<file path="src/rtl/mem_arbiter.sv">
// Arbiter sharing one memory port between icache and dcache; 1-entry buffer per port, strobe 1 cycle after capture, one read outstanding.
// Ties use DC_PRIO by default; define MEM_ARB_ROUND_ROBIN_EN to alternate between ports on ties instead.
module mem_arbiter #(
  parameter int ADDR_W  = 32,
  parameter int DATA_W  = 32,
  parameter bit DC_PRIO = 1'b1
) (
  input  logic              i_clk,
  input  logic              i_rst_n,
  output logic              o_ic_mem_ready,
  input  logic [ADDR_W-1:0] i_ic_mem_addr,
  input  logic              i_ic_mem_ren,
  input  logic              i_ic_mem_wen,
  input  logic [DATA_W-1:0] i_ic_mem_wdata,
  output logic [DATA_W-1:0] o_ic_mem_rdata,
  output logic              o_ic_mem_valid,
  output logic              o_dc_mem_ready,
  input  logic [ADDR_W-1:0] i_dc_mem_addr,
  input  logic              i_dc_mem_ren,
  input  logic              i_dc_mem_wen,
  input  logic [DATA_W-1:0] i_dc_mem_wdata,
  output logic [DATA_W-1:0] o_dc_mem_rdata,
  output logic              o_dc_mem_valid,
  input  logic              i_mem_ready,
  output logic [ADDR_W-1:0] o_mem_addr,
  output logic              o_mem_ren,
  output logic              o_mem_wen,
  output logic [DATA_W-1:0] o_mem_wdata,
  input  logic [DATA_W-1:0] i_mem_rdata,
  input  logic              i_mem_valid
);

  typedef enum logic {IDLE, RD_WAIT} state_t;

  state_t state, state_nxt;
  logic owner, owner_nxt;            // 1 = dcache
  logic last_grant, last_grant_nxt;  // 1 = dcache

  logic              ic_full, dc_full;
  logic [ADDR_W-1:0] ic_addr, dc_addr;
  logic              ic_wen, dc_wen;
  logic [DATA_W-1:0] ic_wdata, dc_wdata;

  logic issue, pick_dc, pick_wen, tie_dc;

  assign o_ic_mem_ready = ~ic_full;
  assign o_dc_mem_ready = ~dc_full;
  assign o_ic_mem_rdata = i_mem_rdata;
  assign o_dc_mem_rdata = i_mem_rdata;
  assign o_ic_mem_valid = (state == RD_WAIT) && !owner && i_mem_valid;
  assign o_dc_mem_valid = (state == RD_WAIT) && owner && i_mem_valid;

`ifdef MEM_ARB_ROUND_ROBIN_EN
  assign tie_dc = ~last_grant;
`else
  assign tie_dc = DC_PRIO;
`endif

  always_comb begin
    state_nxt      = state;
    owner_nxt      = owner;
    last_grant_nxt = last_grant;
    issue          = 1'b0;
    pick_dc        = 1'b0;
    pick_wen       = 1'b0;
    case (state)
      IDLE: begin
        if (i_mem_ready && (ic_full || dc_full)) begin
          issue          = 1'b1;
          pick_dc        = (ic_full && dc_full) ? tie_dc : dc_full;
          pick_wen       = pick_dc ? dc_wen : ic_wen;
          last_grant_nxt = pick_dc;
          if (!pick_wen) begin
            state_nxt = RD_WAIT;
            owner_nxt = pick_dc;
          end
        end
      end
      RD_WAIT: begin
        if (i_mem_valid) state_nxt = IDLE;
      end
      default: state_nxt = IDLE;
    endcase
  end

  always_ff @(posedge i_clk or negedge i_rst_n) begin
    if (!i_rst_n) begin
      state      <= IDLE;
      owner      <= 1'b1;
      last_grant <= 1'b1;
    end else begin
      state      <= state_nxt;
      owner      <= owner_nxt;
      last_grant <= last_grant_nxt;
    end
  end

  // Issue clears only a full buffer and capture only fills an empty one, so they never collide.
  always_ff @(posedge i_clk or negedge i_rst_n) begin
    if (!i_rst_n) begin
      ic_full     <= 1'b0;
      ic_addr     <= '0;
      ic_wen      <= 1'b0;
      ic_wdata    <= '0;
      dc_full     <= 1'b0;
      dc_addr     <= '0;
      dc_wen      <= 1'b0;
      dc_wdata    <= '0;
      o_mem_ren   <= 1'b0;
      o_mem_wen   <= 1'b0;
      o_mem_addr  <= '0;
      o_mem_wdata <= '0;
    end else begin
      o_mem_ren <= issue && !pick_wen;
      o_mem_wen <= issue && pick_wen;
      if (issue) begin
        o_mem_addr  <= pick_dc ? dc_addr : ic_addr;
        o_mem_wdata <= pick_dc ? dc_wdata : ic_wdata;
      end

      if (issue && !pick_dc) begin
        ic_full <= 1'b0;
      end else if (!ic_full && (i_ic_mem_ren || i_ic_mem_wen)) begin
        ic_full  <= 1'b1;
        ic_addr  <= i_ic_mem_addr;
        ic_wen   <= i_ic_mem_wen;
        ic_wdata <= i_ic_mem_wdata;
      end

      if (issue && pick_dc) begin
        dc_full <= 1'b0;
      end else if (!dc_full && (i_dc_mem_ren || i_dc_mem_wen)) begin
        dc_full  <= 1'b1;
        dc_addr  <= i_dc_mem_addr;
        dc_wen   <= i_dc_mem_wen;
        dc_wdata <= i_dc_mem_wdata;
      end
    end
  end

endmodule
</file>
<file path="config.mk">
export PLATFORM = sky130hd
export DESIGN_NAME = mem_arbiter
export DESIGN_NICKNAME = d
export VERILOG_FILES = /design/src/rtl/mem_arbiter.sv
export SDC_FILE = /design/constraint.sdc
export NUM_CORES = 1
export LEC_CHECK = 0
export CORE_ASPECT_RATIO = 2
export CORE_MARGIN = 3
export CORE_UTILIZATION = 43
export CTS_BUF_LIST = sky130_fd_sc_hd__clkbuf_2 sky130_fd_sc_hd__clkbuf_4 sky130_fd_sc_hd__clkbuf_8
export CTS_CLUSTER_DIAMETER = 100
export DETAILED_ROUTE_END_ITERATION = 16
export PLACE_DENSITY = 0.85
export SLEW_MARGIN = 20
export SYNTH_ARGS = -nofsm -noshare
export SYNTH_HDL_FRONTEND = slang
export SYNTH_SLANG_ARGS = --single-unit
export TNS_END_PERCENT = 10
</file>
<file path="constraint.sdc">
create_clock -name i_clk -period 4.14 [get_ports i_clk]
set_clock_uncertainty 0.1 [all_clocks]
set_input_delay 0.414 -clock i_clk [delete_from_list [all_inputs] [get_ports i_clk]]
set_output_delay 0.414 -clock i_clk [all_outputs]
set_load 0.02 [all_outputs]
</file>
Word level (Yosys, flattened, before mapping):

Index checks and enable logic that the tools add are counted.

* muxes and demuxes: 18
* bitwise logic cells: 6
* reductions and logical operators: 25

Operators by type and width (number)
* $mux 32: 2
* $mux 1: 15
* $logic_and 1x1->1: 12
* $not 1->1: 6
* $logic_not 1->1: 5
* $reduce_and 2->1: 2
* $reduce_bool 2->1: 2
* $logic_or 1x1->1: 3
* $reduce_and 3->1: 1
* $pmux 1 s2: 1

* bits in registers: 200
* input bits: 168
* output and inout bits: 134
* logic and storage cells: 63

Longest topological paths before layout:

Gate-level depths: netlist (run 1).

* depth after elaboration: 8
* gate-level depth with buffers: 5
* depth with buffers taken out: 3

Worst setup path before layout (run 1):

OpenSTA, ideal clock, no wires.

* kind: flip-flop to flip-flop
* start point: reg ic_full
* end point: reg ic_addr[0]
* library setup time: 125 ps
* arrival: 1317 ps
* data required time: 3915 ps
* path slack: 2598 ps
* cell stages (with the launch flop): 6
* path buffers: 2
* period minus slack after synthesis: 1542 ps
* cell sequence: dfrtp_1 inv_1 o21ai_0 buf_2 buf_4 mux2_2

* cells in the longest elaborated chain, start to end: 8
* elaborated cells on any way between the ends: 14
* those cells by class: mux: 5; bitwise: 1; reduce/logical: 8

Ends and longest elaborated chain
* start, declared: line 39 `logic ic_full, dc_full;`
* start signal, assigned: line 101 `ic_full <= 1'b0;`
* start signal, assigned: line 122 `ic_full <= 1'b0;`
* start signal, assigned: line 124 `ic_full <= 1'b1;`
* $logic_and 1x1->1 / $logic_or 1x1->1 (equally long branches): line 70, 68
* $mux 1 / $logic_and 1x1->1 (equally long branches): line 70, 68
* $mux 1: line 68 `if (i_mem_ready && (ic_full || dc_full)) begin`
* $mux 1: line 66 `case (state)`
* $logic_not 1->1: line 121 `if (issue && !pick_dc) begin`
* $logic_and 1x1->1: line 121
* $not 1->1 (no line)
* $reduce_and 2->1 (no line) *
* end signal, assigned: line 125 `ic_addr <= i_ic_mem_addr;`
* end, declared: line 40 `logic [ADDR_W-1:0] ic_addr, dc_addr;`

Every way passes the cells marked *; elsewhere a longest branch is shown, timed or not.
A chain may end at the register's enable or synchronous reset.

Final worst setup path (run 1):

* start point: reg dc_full
* end point: out o_dc_mem_ready

* cells in the longest elaborated chain, start to end: 1

Ends and longest elaborated chain
* start, declared: line 39
* start signal, assigned: line 105 `dc_full <= 1'b0;`
* start signal, assigned: line 131 `dc_full <= 1'b0;`
* start signal, assigned: line 133 `dc_full <= 1'b1;`
* $not 1->1: line 47 `assign o_dc_mem_ready = ~dc_full;`
* end, declared: line 17 `output logic o_dc_mem_ready,`

Every way passes these cells.

==> summary.txt, run 1 <==
Run status
  • Outcome: finished, final reports clean

Synth
  • Yosys reg bits: 200
  • Synth top area cells: dfrtp_1 (59%), mux2_2 (17%), a221o_1 (7.6%), buf_4 (6.4%), and2_1 (4.8%)
  • Distinct cells, synth: 25
  • Syn Inst Count: between 500 and 600
  • Commonest register cell after synthesis: dfrtp_1
  • Mux share of post-synthesis cell area: between 15 and 20%
  • Post-synthesis simple-gate area fraction: ~5.7%
  • Largest family of logic cells by synthesized area: multiplexers
  • Synth top area share: around three fifths
  • YS warnings: 0
  • Adder-Cell Fraction of Synth Area: 0%
  • Compound-Gate Fraction of Synth Area: a little over 8%
  • Most common cell in the netlist: dfrtp_1
  • Async SR Flop Fraction: between 90% and 100%
  • Seq/Total Area, Yosys: between 50% and 60%
  • Cell area after technology mapping: 8374 sq um
  • Synth Area in XOR/XNOR: 0%
  • Post-synth top area cell: dfrtp_1
  • Synth cell count leaders: dfrtp_1 (199), mux2_2 (130), buf_4 (71), a221o_1 (64), and2_1 (64)
  • Post-synth EDFFs: 0
  • Syn_nets: 750
  • Mean Syn Cell Area: ~14 sq um

Clock network
  • Clock-pin slew on the worst setup and hold paths: about 0.10 ns
  • Clk_lat worst skew: approximately 0.47 ns
  • Cts repair resizes: 0
  • Root Buffer: clkbuf_8
  • CTS tree: built
  • CTS Buf Count: 17
  • Htree depth: 4
  • Clock tree buffer depth: 2
  • Clock Sink Count: 200
  • # Post-CTS Setup Buffers: 0

Critical path
  • R2R Path Start: state
  • Worst setup path class: reg -> out
  • Critical Path AT: approximately 1.9 ns
  • Required time worst endpoint: around 3.6 ns
  • RR Endpoint: o_mem_addr[0]
  • CP max FO: 5
  • Crit end category: output pin
  • R2r setup slk: approximately 1.9 ns
  • Register-to-Register Path Depth: 4
  • Critical path startpoint category: flip-flop

STA
  • Worst-Margin Slew: slightly above 1 ns
  • Fin. max-slew vios: 0
  • Setup TNS after final layout: 0 ns
  • Final setup fails: 0
  • Tcrit/Tclk final: 58.26%
  • Final worst slack: ~1.7 ns
  • Fmax: around 0.41 GHz
  • Final number of hold-violating endpoints: 0
  • Final critical-path required period: ~2.4 ns
  • Headroom to the max-slew limit: roughly 33%
  • RSZ-0062 raised after global routing: false

Route
  • Drt wl/cell: approximately 21 um
  • Post-route ant nets: 0
  • Residual DRC: 0
  • Vias/cell: 5.234
  • First-pass DRT Iterations: 4
  • Iteration-0 DRC Markers: 236
  • Final wirelength: slightly above 20 mm
  • Vias: a little over 5000

Floorplanning
  • Starting Density: 44.05%
  • # rows: 71
  • Die Wd: 104.7 um
  • Die area: ~21000 sq um
  • Die Y: 203.4 um
  • Boundary Pins: between 300 and 400
  • Std-Cell Core Area: 19010 sq um

Global route
  • Total GRT Usage: slightly above 20%
  • First-pass GRT wire length: between 30 and 40 mm
  • Global route overflow: 0
  • Largest net degree at the start of global routing: about 110
  • Initial antenna violation count: 6
  • Number of global-route vias before repair: around 5800

Place
  • Placed inst area: 10150 sq um
  • Pre-CTS setup slack: 1.386 ns
  • Cells after DPL: around 950
  • Hpwl dp: 14.65 mm
  • IO buf count: between 200 and 250
  • Routability cong.: ~0.8

Cells and area
  • FILL cells: approximately 1600
  • FF+latch area: approximately 5000 sq um
  • Non-Filler Instances: slightly below 1000
  • Fraction of layout cells with a size suffix above 1: between 20% and 30%
  • Design Area, Final: around 11000 sq um
  • Final #Nets: approximately 900
  • Area delta synth->final: 26.64%
  • Multi-input logic area: roughly 2700 sq um

Pwr
  • Worst vdd ir: ~0.55 mV
  • Pwr dens: roughly 750 nW/um^2
  • Total power: approximately 0.0079 W
  • Static leakage: ~4.5 nW

Worst hold path
  • Hold WC Path Type: reg -> reg
  • Hold path endpoint: ic_wdata[17]
  • Hold Path Depth: 1
  • Hold path startpoint: ic_wdata[17]

Flow run
  • Total of max-cap violations: 0
cell type report:
class / instances / share of cell area (%)
antenna: 6 / 0.1416
clock buffer: 19 / 2.407
clock inverter: 11 / 1.616
inverter: 5 / 0.1770
multi-input combinational: 279 / 25.17
sequential: 200 / 47.20
tap: 255 / 3.008
timing repair buffer: 214 / 20.28
stage by stage:
step / util, % / hold slack [ns]
2_1_floorplan: - / 0.01841
3_3_place_gp: 53.41 / 0.3781
3_5_place_dp: 53.41 / 0.3851
4_1_cts: 55.71 / 0.4057
5_1_grt: 55.79 / 0.4087
6_report: 55.79 / 0.4014
kinds of logic (layout without fill, tap and decap cells):
kind of cell,Yosys count,count (layout)
other cells,0,6
simple gates,78,78
buf+inv,103,249
compound gates,70,70
mux,131,131
flops,200,200
routing by layer:
metal	GRT usage [%]	vias up	wire (um)
met1	20.60	2626	7152
met2	36.36	169	11410
li1	-	2287	-
met4	14.08	0	1267
met3	4.023	94	943
met5	0	-	0
repair_timing:
action / 4_1_cts / 5_1_grt
endpoints found under the setup margin: 0 / 0
endpoints found under the hold margin: 103 / 0
hold buffers: 1 / 0
sequential cells by signal, summed over array words and instances (netlist names):
| name | flops |
|---|---|
| ic_full | 1 |
| dc_wen | 1 |
| owner | 1 |
| o_mem_wen | 1 |
| ic_wdata | 32 |
| dc_full | 1 |
| o_mem_addr | 32 |
| dc_wdata | 32 |
| ic_wen | 1 |
| o_mem_ren | 1 |
| ic_addr | 32 |
| o_mem_wdata | 32 |
| state | 1 |
| dc_addr | 32 |
cells in the final DEF, fill, tap and decap left out, types with 2 or more instances in the layout:
cell type / n
a221o_1: 64
inv_1: 5
buf_4: 6
and2_1: 64
bufinv_16: 4
clkbuf_8: 19
buf_12: 2
nand2_1: 2
clkinv_2: 2
clkdlybuf4s50_1: 204
mux2_2: 130
nand3_1: 2
o21ai_0: 2
dfrtp_1: 199
nor2_1: 2
inv_6: 2
diode_2: 6
clkinvlp_4: 2
o21ai_4: 2
critical path: stages, from the launching register on:
cell and delay, ns:
dfrtp_1 0.47, inv_1 0.25, clkdlybuf4s50_1 0.71
power by group:
part | internal [W] | switching [W] | leakage [nW]
clock network | 0.000677 | 0.000666 | 0.212
registers | 0.00293 | 0.000549 | 2.40
logic | 0.00173 | 0.00135 | 1.88
how the worst max path moves through the flow:
| stage | from | to | slack (ns) | cells after the start |
|---|---|---|---|---|
| global route | dc_full | o_dc_mem_ready | 1.63 | 2 |
| floorplan | ic_full | ic_addr[0] | 2.60 | 5 |
| detailed placement | i_mem_ready | o_mem_wdata[16] | 1.39 | 5 |
| CTS | dc_full | o_dc_mem_ready | 1.67 | 2 |
| global placement | i_mem_ready | o_mem_addr[0] | 1.41 | 5 |
| finish | dc_full | o_dc_mem_ready | 1.73 | 2 |
(Power assumes the default switching activity.)
==> run 2: changes to the inputs <==
==> constraint.sdc (replaced) <==
create_clock -name i_clk -period 2.35 [get_ports i_clk]
set_clock_uncertainty 0.1 [all_clocks]
set_input_delay 0.235 -clock i_clk [delete_from_list [all_inputs] [get_ports i_clk]]
set_output_delay 0.235 -clock i_clk [all_outputs]
set_load 0.02 [all_outputs]
==> summary.txt, run 2 (same netlist as run 1, synthesis figures left out) <==
Critical path
  • Critical-path cell list: nand2_1, nor2_1, clkdlybuf4s50_1
  • Biggest cell delay along the critical path: about 0.65 ns
  • Register-to-Register Path Depth: 4
  • CP startpoint: state
  • Worst path depth: 3
  • Required time worst endpoint: around 2.0 ns
  • Critical path endpoint: o_ic_mem_valid
  • Buf/Inv on CP: 1
  • Slowest-stage cell, CP: clkdlybuf4s50_1
  • RR Endpoint: o_mem_wdata[24]
  • Crit end category: output pin
  • Worst setup path class: reg -> out
  • R2R Path Start: state
  • R2r setup slk: approximately 0.55 ns
  • Delay-heaviest family, CP: buffers and inverters
  • Critical path startpoint category: flip-flop
  • CP max FO: 6
  • Critical Path AT: 1.92 ns

Flow run
  • Total of max-cap violations: 0

Floorplanning
  • # rows: 71
  • Starting Density: 44.05%
  • Die area: ~21000 sq um
  • Die Y: approximately 200 um
  • Die Wd: around 100 um
  • Std-Cell Core Area: 19010 sq um
  • Boundary Pins: just over 300

Route
  • Drt wl/cell: between 20 and 25 um
  • Residual DRC: 0
  • Vias: approximately 5200
  • Vias/cell: 5.241
  • Iteration-0 DRC Markers: a little under 200
  • Post-route ant nets: 0
  • First-pass DRT Iterations: 4
  • Final wirelength: ~20 mm

Pwr
  • Pwr dens: between 1000 and 1500 nW/um^2
  • Worst vdd ir: slightly below 0.8 mV
  • Switching part of the total: approximately a third
  • P_sw: ~0.0046 W
  • P_int: approximately 0.0091 W
  • Static leakage: approximately 4.5 nW
  • Clk network pwr share: around 15%
  • Seq pwr share: between 40 and 50%
  • Comb pwr share: between 40 and 50%

Place
  • Routability cong.: roughly 0.8
  • IO buf count: just over 200
  • Pre-CTS setup slack: around 0.29 ns
  • Hpwl dp: roughly 14 mm
  • Placed inst area: roughly 10000 sq um

Cells and area
  • Area delta synth->final: 26.95%
  • Design Area, Final: approximately 11000 sq um
  • Fraction of layout cells with a size suffix above 1: approximately 25%
  • Most frequent cells in the layout: clkdlybuf4s50_1 (204), dfrtp_1 (199), mux2_2 (130), and2_1 (64), a221o_1 (64)
  • FILL cells: about 1600
  • Final #Nets: between 800 and 900
  • Most common cell after layout, fill and taps aside: clkdlybuf4s50_1
  • Multi-input logic area: 2669 sq um
  • Final core utilization: between 50% and 60%
  • FF+latch area: approximately 5000 sq um

Global route
  • Initial antenna violation count: 2
  • M1 GR Usage: slightly above 20%
  • Gr busiest metal: met2
  • Total GRT Usage: 19.85%
  • Global route overflow: 0
  • Number of global-route vias before repair: 5860
  • Met3 usage: under 10%
  • GR Util met2: 35.64%
  • Largest net degree at the start of global routing: 63
  • First-pass GRT wire length: roughly 32 mm

Clock network
  • Root Buffer: clkbuf_8
  • Clock-pin slew on the worst setup and hold paths: approximately 0.11 ns
  • CTS tree: built
  • Clock Sink Count: 200
  • Clock tree buffer depth: 2
  • Clk_lat worst skew: about 0.47 ns
  • Htree depth: 4
  • CTS Buf Count: 17

Run status
  • Outcome: finished, final reports clean

STA
  • RSZ-0062 raised after global routing: false
  • Final number of hold-violating endpoints: 0
  • Headroom to the max-slew limit: 67.69%
  • Fmax: approximately 0.44 GHz
  • Setup TNS after final layout: 0 ns
  • Final critical-path required period: between 2 and 2.5 ns
  • Final setup fails: 0
  • Worst-Margin Slew: 0.4847 ns
  • Fin. max-slew vios: 0
  • Tcrit/Tclk final: 95.90%
  • Final worst slack: between 0.09 and 0.1 ns

Worst hold path
  • Hold WC Path Type: in -> async
-- run 2: changes by cell type in the layout (fill, tap and decap cells not counted) --
cell and change:
buf_12 +5, bufinv_16 -4, diode_2 -4, clkinvlp_4 +2
inv_6 +2, inv_8 +2, clkbuf_4 -1, clkinv_4 +1
-- run 2: worst min-delay path by stage --
stage,from,end,slack [ns]
global route,i_rst_n,ic_addr[19],0.18
CTS,i_rst_n,ic_addr[19],0.15
finish,i_rst_n,ic_addr[19],0.15
detailed placement,i_rst_n,ic_addr[19],0.13
global placement,i_rst_n,dc_addr[11],0.13
floorplan,i_rst_n,dc_addr[0],-0.16
-- run 2: per-stage QoR --
stage | hold WS, ns | power (W) | instances
CTS | 0.1458 | 0.01384 | 990
global route | 0.1778 | 0.01446 | 992
detailed placement | 0.1316 | 0.01177 | 957
global placement | 0.1275 | 0.01153 | 957
finish | 0.1476 | 0.01366 | 992
floorplan | -0.1606 | 0.009587 | 582
-- run 2: metal layers --
metal / share of wire, % / wire, um / vias to the layer above
li1: - / - / 2297
met1: 35 / 7154 / 2626
met2: 55 / 11230 / 180
met3: 4.4 / 911 / 96
met4: 6.0 / 1232 / 0
met5: 0 / 0 / -
-- run 2: area by class of cell --
| cell class | count | share of cell area, % |
|---|---|---|
| antenna | 2 | 0.04708 |
| clock buffer | 18 | 2.330 |
| clock inverter | 14 | 1.083 |
| inverter | 5 | 0.1765 |
| multi-input combinational | 279 | 25.10 |
| sequential | 200 | 47.09 |
| tap | 255 | 3.001 |
| timing repair buffer | 219 | 21.17 |
-- run 2: power groups by stage --
stage / sequential, W / clock [W] / combinational [W]
2_1_floorplan: 0.00652 / 0 / 0.00307
3_3_place_gp: 0.00609 / 0 / 0.00544
3_5_place_dp: 0.00616 / 0 / 0.00561
4_1_cts: 0.00610 / 0.00213 / 0.00560
5_1_grt: 0.00631 / 0.00225 / 0.00590
6_report: 0.00610 / 0.00204 / 0.00552
-- run 2: timing repair --
action	4_1_cts	5_1_grt
hold buffers	1	0
endpoints found under the hold margin	84	0
setup buffers	0	0
gates resized for setup	0	0
-- run 2: worst register-to-register path, delay by kind of cell (launching register included) --
kind                   cells  cell delay (ns)
DFF                        1             0.50
AOI/OAI and AO/OA          1             0.45
buffers and inverters      1             0.27
and+or+nand+nor            2             0.36
